$ cat src/rtl/bp_gshare.sv
// bp_gshare: gshare branch predictor for the fetch stage.
// Table of 2^IDX_W saturating counters (CNT_W bits, prediction = MSB), indexed by
// PC XOR speculative global history. Predictions are combinational. Counters are
// trained at commit, and the history is repaired on a misprediction.
// Build option: define BP_GSHARE_EN for gshare indexing. Without it the block is a
// bimodal predictor: no history register, pred_ghr tied to 0, u_ghr/u_mispredict ignored.
module bp_gshare #(
    parameter int unsigned IDX_W = 8,
    parameter int unsigned CNT_W = 2,
    parameter int unsigned GHR_W = 8
) (
    input  logic             clk,
    input  logic             rst,
    input  logic             rdy,
    input  logic             q_valid,
    input  logic [31:0]      q_pc,
    output logic             pred_taken,
    output logic [IDX_W-1:0] pred_index,
    output logic [GHR_W-1:0] pred_ghr,
    input  logic             u_valid,
    input  logic [IDX_W-1:0] u_index,
    input  logic [GHR_W-1:0] u_ghr,
    input  logic             u_taken,
    input  logic             u_mispredict
);

    localparam int unsigned Depth = 1 << IDX_W;
    // Weakly not-taken: 2^(CNT_W-1)-1.
    localparam logic [CNT_W-1:0] CntInit = CNT_W'((1 << (CNT_W - 1)) - 1);

    logic [CNT_W-1:0] table_q [Depth];
    logic [CNT_W-1:0] upd_cnt;
    logic [CNT_W-1:0] upd_cnt_d;
    logic [IDX_W-1:0] pc_idx;

    assign pc_idx  = q_pc[IDX_W+1:2];
    assign upd_cnt = table_q[u_index];

`ifdef BP_GSHARE_EN
    logic [GHR_W-1:0] ghr_q;
    logic [GHR_W-1:0] ghr_d;
    // The top bit of each concatenation is the history bit that falls off the end.
    logic [GHR_W:0]   shift_cat;
    logic [GHR_W:0]   repair_cat;
    logic             unused_bits;

    assign pred_index  = pc_idx ^ IDX_W'(ghr_q);
    assign pred_ghr    = ghr_q;
    assign shift_cat   = {ghr_q, pred_taken};
    assign repair_cat  = {u_ghr, u_taken};
    assign unused_bits = ^{q_pc[31:IDX_W+2], q_pc[1:0], shift_cat[GHR_W], repair_cat[GHR_W]};

    // History next state: repair beats the speculative shift (that query is being flushed).
    always_comb begin
        ghr_d = ghr_q;
        if (rdy) begin
            if (u_valid && u_mispredict) begin
                ghr_d = repair_cat[GHR_W-1:0];
            end else if (q_valid) begin
                ghr_d = shift_cat[GHR_W-1:0];
            end
        end
    end

    // History register with synchronous reset.
    always_ff @(posedge clk) begin
        if (rst) begin
            ghr_q <= '0;
        end else begin
            ghr_q <= ghr_d;
        end
    end
`else
    logic unused_bits;

    assign pred_index  = pc_idx;
    assign pred_ghr    = '0;
    assign unused_bits = ^{q_pc[31:IDX_W+2], q_pc[1:0], q_valid, u_ghr, u_mispredict};
`endif

    // Prediction reads the pre-update counter, so a same-index update is seen next cycle.
    assign pred_taken = table_q[pred_index][CNT_W-1];

    // Saturating increment/decrement of the counter being trained.
    always_comb begin
        upd_cnt_d = upd_cnt;
        if (u_taken) begin
            if (upd_cnt != '1) begin
                upd_cnt_d = upd_cnt + 1'b1;
            end
        end else begin
            if (upd_cnt != '0) begin
                upd_cnt_d = upd_cnt - 1'b1;
            end
        end
    end

    // Counter table: reset to weakly not-taken, train one entry per cycle when not stalled.
    always_ff @(posedge clk) begin
        if (rst) begin
            for (int unsigned i = 0; i < Depth; i++) begin
                table_q[i] <= CntInit;
            end
        end else if (rdy && u_valid) begin
            table_q[u_index] <= upd_cnt_d;
        end
    end

endmodule

$ cat config.mk
export PLATFORM = sky130hd
export DESIGN_NAME = bp_gshare
export DESIGN_NICKNAME = d
export VERILOG_FILES = /design/src/rtl/bp_gshare.sv
export SDC_FILE = /design/constraint.sdc
export NUM_CORES = 1
export LEC_CHECK = 0
export ABC_CLOCK_PERIOD_IN_PS = 7500
export CORE_ASPECT_RATIO = 1.25
export CORE_MARGIN = 3
export CORE_UTILIZATION = 65
export CTS_CLUSTER_DIAMETER = 40
export CTS_CLUSTER_SIZE = 16
export DETAILED_ROUTE_END_ITERATION = 6
export HOLD_SLACK_MARGIN = 0.1
export MAX_ROUTING_LAYER = met4
export PLACE_DENSITY = 0.85
export SLEW_MARGIN = 20
export SYNTH_ARGS = -nofsm -noshare
export SYNTH_HDL_FRONTEND = slang
export SYNTH_SLANG_ARGS = --single-unit
$ cat constraint.sdc
create_clock -name clk -period 7.5 [get_ports clk]
set_input_delay 1.5 -clock clk [delete_from_list [all_inputs] [get_ports clk]]
set_output_delay 1.5 -clock clk [all_outputs]
set_load 0.03 [all_outputs]
==> run_results.csv, run 1 <==
group,metric,value,unit
cts,path_clk_slew,0.07,ns
yosys,syn_avg_cell_area,13.3,µm²
detailed_routing,drt-initial-drc-count,3865,
timing,slew_headroom,14.8,%
yosys,synth.cell_area,27300,µm²
critical_path,slowest_delay,0.63,ns
cts,cts.path.max_buffers,3,
layout,top_regs,"table_q: 512 flops",
yosys,synth_top_family_by_area,"multiplexers",
placed_design,dpl_cell_area,27600,µm²
floorplan,die_h,235,µm
yosys,yosys.area_share.simple,13.1,%
placed_design,globalplace.congestion,0.931,
detailed_routing,wl_per_cell,32.4,µm
timing,fmax,155,MHz
yosys,synth.most_common_cell,"edfxtp_1",
layout,final_area,29400,µm²
global_route,antenna_found_initial,2,
cts,postCtsSetupBuffers,0,
yosys,async_flop_share,0,%
global_route,grt-ovfl-total,0,
yosys,synth_mux_area_share,17.6,%
floorplan,initial_core_util,66.1,%
global_route,grt_pass1_wl,120,mm
detailed_routing,routed_wl,80.5,mm
detailed_routing,avgViaCountPerCell,7.94,
yosys,synth-main-ff-cell,"edfxtp_1",
cts,clockRootBuffer,"clkbuf_16",
cts,cts_tree,"built",
hold_path,hp-class,"in -> reg",
yosys,synth_top_area_share,56.3,%
yosys,synth_compound_area_share,8.30,%
critical_path,cp-end-kind,"output pin",
yosys,ys_ff_latch,512,
status,status,"complete, but fails checks",
layout,top_register,"table_q",
yosys,synthAdderAreaFrac,0.0779,%
global_route,grt_pass1_vias,19800,
cts,post_cts_resized,0,
flow_run,maxCapViolCount,0,
status,violations,"DRC",
layout,largest_reg_flops,512,
layout,multiInputGateArea,10900,µm²
floorplan,io_pins,72,
yosys,yosys_warnings,0,
yosys,synth_edf_count,512,
floorplan,dieArea,44500,µm²
timing,rsz0062_at_grt,"no",
timing,tightest_slew,1.27,ns
cts,cts.htree.levels,2,
layout,finalNetCount,1955,
cts,clkLatencyLatePin,0.61,ns
yosys,synthTopCellsByCount,"edfxtp_1 (512), nand3_1 (244), nor3_1 (233)",
detailed_routing,via_count,19800,
timing,setup_violations,0,
critical_path,arrival,4.97,ns
yosys,syn_inst,2059,
timing,finalClockSkew,0.0422,ns
layout,final-seq-area,15400,µm²
layout,areaGrowthSynthToFinish,7.58,%
cts,cts-buffers-inserted,47,
placed_design,dp_hpwl,46.4,mm
timing,fin_crit_sh,86.3,%
power_and_ir_drop,p_per_area,224,nW/µm²
floorplan,die_w,189,µm
global_route,grt_max_degree,158,
detailed_routing,ant_nets,0,
yosys,synthTopCellsByArea,"edfxtp_1 (56%), mux4_2 (18%), a21o_1 (5.7%)",
detailed_routing,first_pass_iters,7,
yosys,post-synth-top-area-cell,"edfxtp_1",
global_route,track_usage,37.1,%
placed_design,portBuffers,29,
floorplan,core_area,41300,µm²
critical_path,slowest_stage,"clkdlybuf4s50_1",
yosys,synthXorXnorAreaFrac,0,%
cts,clock-sinks,512,
critical_path,critPathLaunchType,"input port",
layout,final_layout_size_suffix_gt1_share,20.5,%
yosys,synth.distinct_cells,31,
power_and_ir_drop,ir_drop,0.204,mV
critical_path,crit_path_cell_trace,"buf_4 > buf_4 > mux4_2 > mux4_2 > mux4_2 > mux4_2 > clkdlybuf4s50_1",
cts,cts_hold_buf,0,
timing,slew_violations,0,
timing,hold_violations,0,
yosys,yosysSeqAreaShare,56.3,%
timing,fin_crit,6.47,ns
critical_path,criticalPathCategory,"in -> out",
timing,tns,0,ns
critical_path,crit_required,6.00,ns
floorplan,row_count,83,
layout,fillCellCount,2550,
critical_path,cp_max_fo,25,
power_and_ir_drop,leakage,9.07,nW
detailed_routing,drc,3,
critical_path,crit_path_frequent_cell,"mux4_2",
[layer usage]
layer | part of all wire (%) | wire [µm] | GRT usage [%]
met1 | 29 | 23400 | 44.3
met2 | 47 | 37900 | 55.3
met3 | 15 | 12400 | 10.9
met5 | 0 | 0 | -
met4 | 8.5 | 6810 | 24.3
[per-stage QoR]
stage	utilization (%)	worst slack (ns)	power, W	hold WS, ns	std cells
2_1_floorplan	-	1.53	0.00380	1.52	2066
3_3_place_gp	66.9	1.17	0.00398	1.88	2402
3_5_place_dp	66.9	1.13	0.00401	1.90	2402
4_1_cts	70.8	1.09	0.00653	1.84	2484
5_1_grt	71.1	1.05	0.00669	1.90	2487
6_report	71.1	1.03	0.00658	1.88	2487
[placed cells by master, fill, tap and decap left out, types with 7 or more instances in the layout]
cell	synthesis	layout
clkbuf_16	0	47
buf_4	18	42
a22oi_1	64	64
or2_2	21	21
nor3_1	233	225
clkdlybuf4s50_1	0	24
nor2b_1	9	7
edfxtp_1	512	512
nor2_1	76	58
nor4_1	18	18
a21o_1	209	209
nor3_2	0	8
nand2_1	69	68
buf_12	0	9
nand2b_1	36	36
bufinv_16	0	8
nor2_4	0	15
a21oi_1	32	32
conb_1	1	8
nand3_1	244	243
mux4_2	213	213
[cell type report]
class / count / share of cell area [%]
Antenna cell: 2 / 0.0170
Multi-Input combinational cell: 1259 / 37.0
Tap cell: 552 / 2.35
Clock buffer: 52 / 4.07
Clock inverter: 30 / 1.49
Inverter: 1 / 0.0128
Timing Repair Buffer: 79 / 2.73
Sequential cell: 512 / 52.3
[where the power goes]
part           total [W]  leakage [nW]  internal (W)  switching, W
Sequential       0.00322          4.43       0.00319     0.0000278
Combinational   0.000770          3.84      0.000254      0.000517
Clock            0.00259         0.788       0.00145       0.00114
[worst max-delay path, delay by kind of cell]
kind                   cells  cell delay, ns
multiplexers               4            2.01
buffers and inverters      3            1.44
[final timing paths]
path                         from             end  depth (start not counted)  slack (ns)
hold / removal         u_index[1]  table_q[62][0]                          3        1.88
setup reg to reg   table_q[74][1]  table_q[15][0]                          9        3.25
setup / recovery          q_pc[3]      pred_taken                          7        1.03
hold reg to reg   table_q[241][0]  table_q[67][1]                          8        1.97
[kinds of logic (layout without fill, tap and decap cells)]
family / count (synthesis) / count (layout)
AO/OA/AOI/OAI: 313 / 313
adder cells (fa/ha/maj): 2 / 2
buffers and inverters: 295 / 162
flip-flops: 512 / 512
multiplexers: 213 / 213
other: 1 / 10
AND/OR/NAND/NOR: 723 / 723
Note: power is estimated with default switching activity, not from simulation.
==> inputs of run 2 (changes only) <==
--- a/constraint.sdc
+++ b/constraint.sdc
@@ -3,2 +3,2 @@
 set_output_delay 1.5 -clock clk [all_outputs]
-set_load 0.03 [all_outputs]
+set_load 0.02 [all_outputs]
==> run 2 against run 1 <==
Against the previous run:
- the flow now finishes without violations
- first-iteration DRC count shrank 6.4%
- die area unchanged
- clock power shrank 6%
- register-to-register slack improved by 0.22 ns
- power shrank 2.5%
- sequential cell count unchanged
- combinational power is 2% lower
- critical path type unchanged
==> run_results.csv, run 2 (same netlist as run 1, synthesis figures left out) <==
group,metric,value,unit
critical_path,cp-end-kind,"output pin",
power_and_ir_drop,p_per_area,220,nW/µm²
detailed_routing,ant_nets,0,
timing,fin_crit,6.54,ns
layout,final_layout_size_suffix_gt1_share,20.2,%
placed_design,post-place-ws,1.01,ns
cts,postCtsSetupBuffers,0,
placed_design,globalplace.congestion,0.947,
layout,largest_reg_flops,512,
cts,clockRootBuffer,"clkbuf_16",
timing,setup_violations,0,
timing,fmax,153,MHz
timing,slew_violations,0,
timing,fin_crit_sh,87.3,%
global_route,grt_pass1_wl,119,mm
layout,areaGrowthSynthToFinish,6.96,%
layout,final_cell_mix,"edfxtp_1 (512), nand3_1 (244), nor3_1 (225), mux4_2 (213), a21o_1 (209)",
critical_path,rr_worst_depth,9,
floorplan,die_h,235,µm
layout,final_area,29200,µm²
cts,cts-buffers-inserted,47,
timing,tns,0,ns
flow_run,maxCapViolCount,0,
cts,clock-sinks,512,
floorplan,die_w,189,µm
timing,rsz0062_at_grt,"no",
status,status,"finished clean",
layout,top_regs,"table_q: 512 flops",
timing,hold_violations,0,
cts,cts_tree,"built",
floorplan,row_count,83,
timing,slew_headroom,18.4,%
layout,finalNetCount,1952,
detailed_routing,drt-initial-drc-count,3617,
global_route,antenna_found_initial,1,
detailed_routing,via_count,19700,
layout,fillCellCount,2586,
floorplan,dieArea,44500,µm²
timing,timing.final.ws_setup,0.956,ns
layout,top_register,"table_q",
hold_path,hp-class,"in -> reg",
timing,finalClockSkew,0.0226,ns
critical_path,critPathLaunchType,"input port",
global_route,track_usage,36.9,%
power_and_ir_drop,leakage,9.00,nW
detailed_routing,drc,0,
detailed_routing,first_pass_iters,7,
placed_design,dpl_cell_area,27600,µm²
cts,cts.htree.levels,2,
floorplan,io_pins,72,
critical_path,crit_required,6.00,ns
hold_path,whs_path_depth,4,
detailed_routing,routed_wl,79.8,mm
cts,cts.path.max_buffers,3,
critical_path,criticalPathCategory,"in -> out",
cts,path_clk_slew,0.06,ns
global_route,grt_max_degree,152,
placed_design,dp_hpwl,47.2,mm
layout,multiInputGateArea,10900,µm²
cts,post_cts_resized,0,
layout,mostFrequentLayoutCell,"edfxtp_1",
layout,final-seq-area,15400,µm²
cts,clkLatencyLatePin,0.59,ns
cts,cts_hold_buf,0,
placed_design,portBuffers,29,
detailed_routing,wl_per_cell,32.2,µm
floorplan,core_area,41300,µm²
floorplan,initial_core_util,66.1,%
global_route,grt-ovfl-total,0,
timing,tightest_slew,1.22,ns
power_and_ir_drop,ir_drop,0.151,mV
global_route,grt_pass1_vias,19800,
critical_path,cp_max_fo,29,
detailed_routing,avgViaCountPerCell,7.92,
critical_path,arrival,5.04,ns
run 2: stage by stage:
stage / util, % / std cells / power [W] / hold WS (ns)
floorplan: - / 2066 / 0.00380 / 1.52
global placement: 66.8 / 2400 / 0.00398 / 1.86
detailed placement: 66.8 / 2400 / 0.00400 / 1.90
CTS: 70.5 / 2482 / 0.00636 / 1.89
global route: 70.7 / 2483 / 0.00653 / 1.97
finish: 70.7 / 2483 / 0.00641 / 1.92
run 2: final timing paths:
check | startpoint | endpoint | slack (ns)
min reg2reg | table_q[129][0] | table_q[50][1] | 1.93
max | q_pc[2] | pred_taken | 0.96
min | u_index[1] | table_q[171][0] | 1.92
max reg2reg | table_q[39][1] | table_q[170][0] | 3.47
run 2: worst max-delay path: stages:
cell and delay (ns):
buf_4 0.38, buf_12 0.33, mux4_2 0.61, mux4_2 0.52, mux4_2 0.54, mux4_2 0.53
clkdlybuf4s50_1 0.57
run 2: area by class of cell:
class,count,area share [%]
multi-input combinational,1259,37.1
timing repair buffer,76,2.62
clock inverter,27,0.938
clock buffer,55,4.27
sequential,512,52.6
antenna,1,0.00857
inverter,1,0.0129
tap,552,2.36
run 2: per-layer routing:
metal | GRT usage (%) | vias to the layer above | share of wire (%)
met5 | - | - | 0
met4 | 24.9 | 0 | 8.9
met3 | 9.43 | 510 | 15
met2 | 54.6 | 1993 | 46
met1 | 45.2 | 9439 | 29
li1 | - | 7729 | -
run 2: where the power goes:
group / total [W] / leakage (nW) / internal, W / switching, W
Clock: 0.00244 / 0.741 / 0.00134 / 0.00110
Combinational: 0.000758 / 3.83 / 0.000250 / 0.000508
Sequential: 0.00322 / 4.43 / 0.00319 / 0.0000285
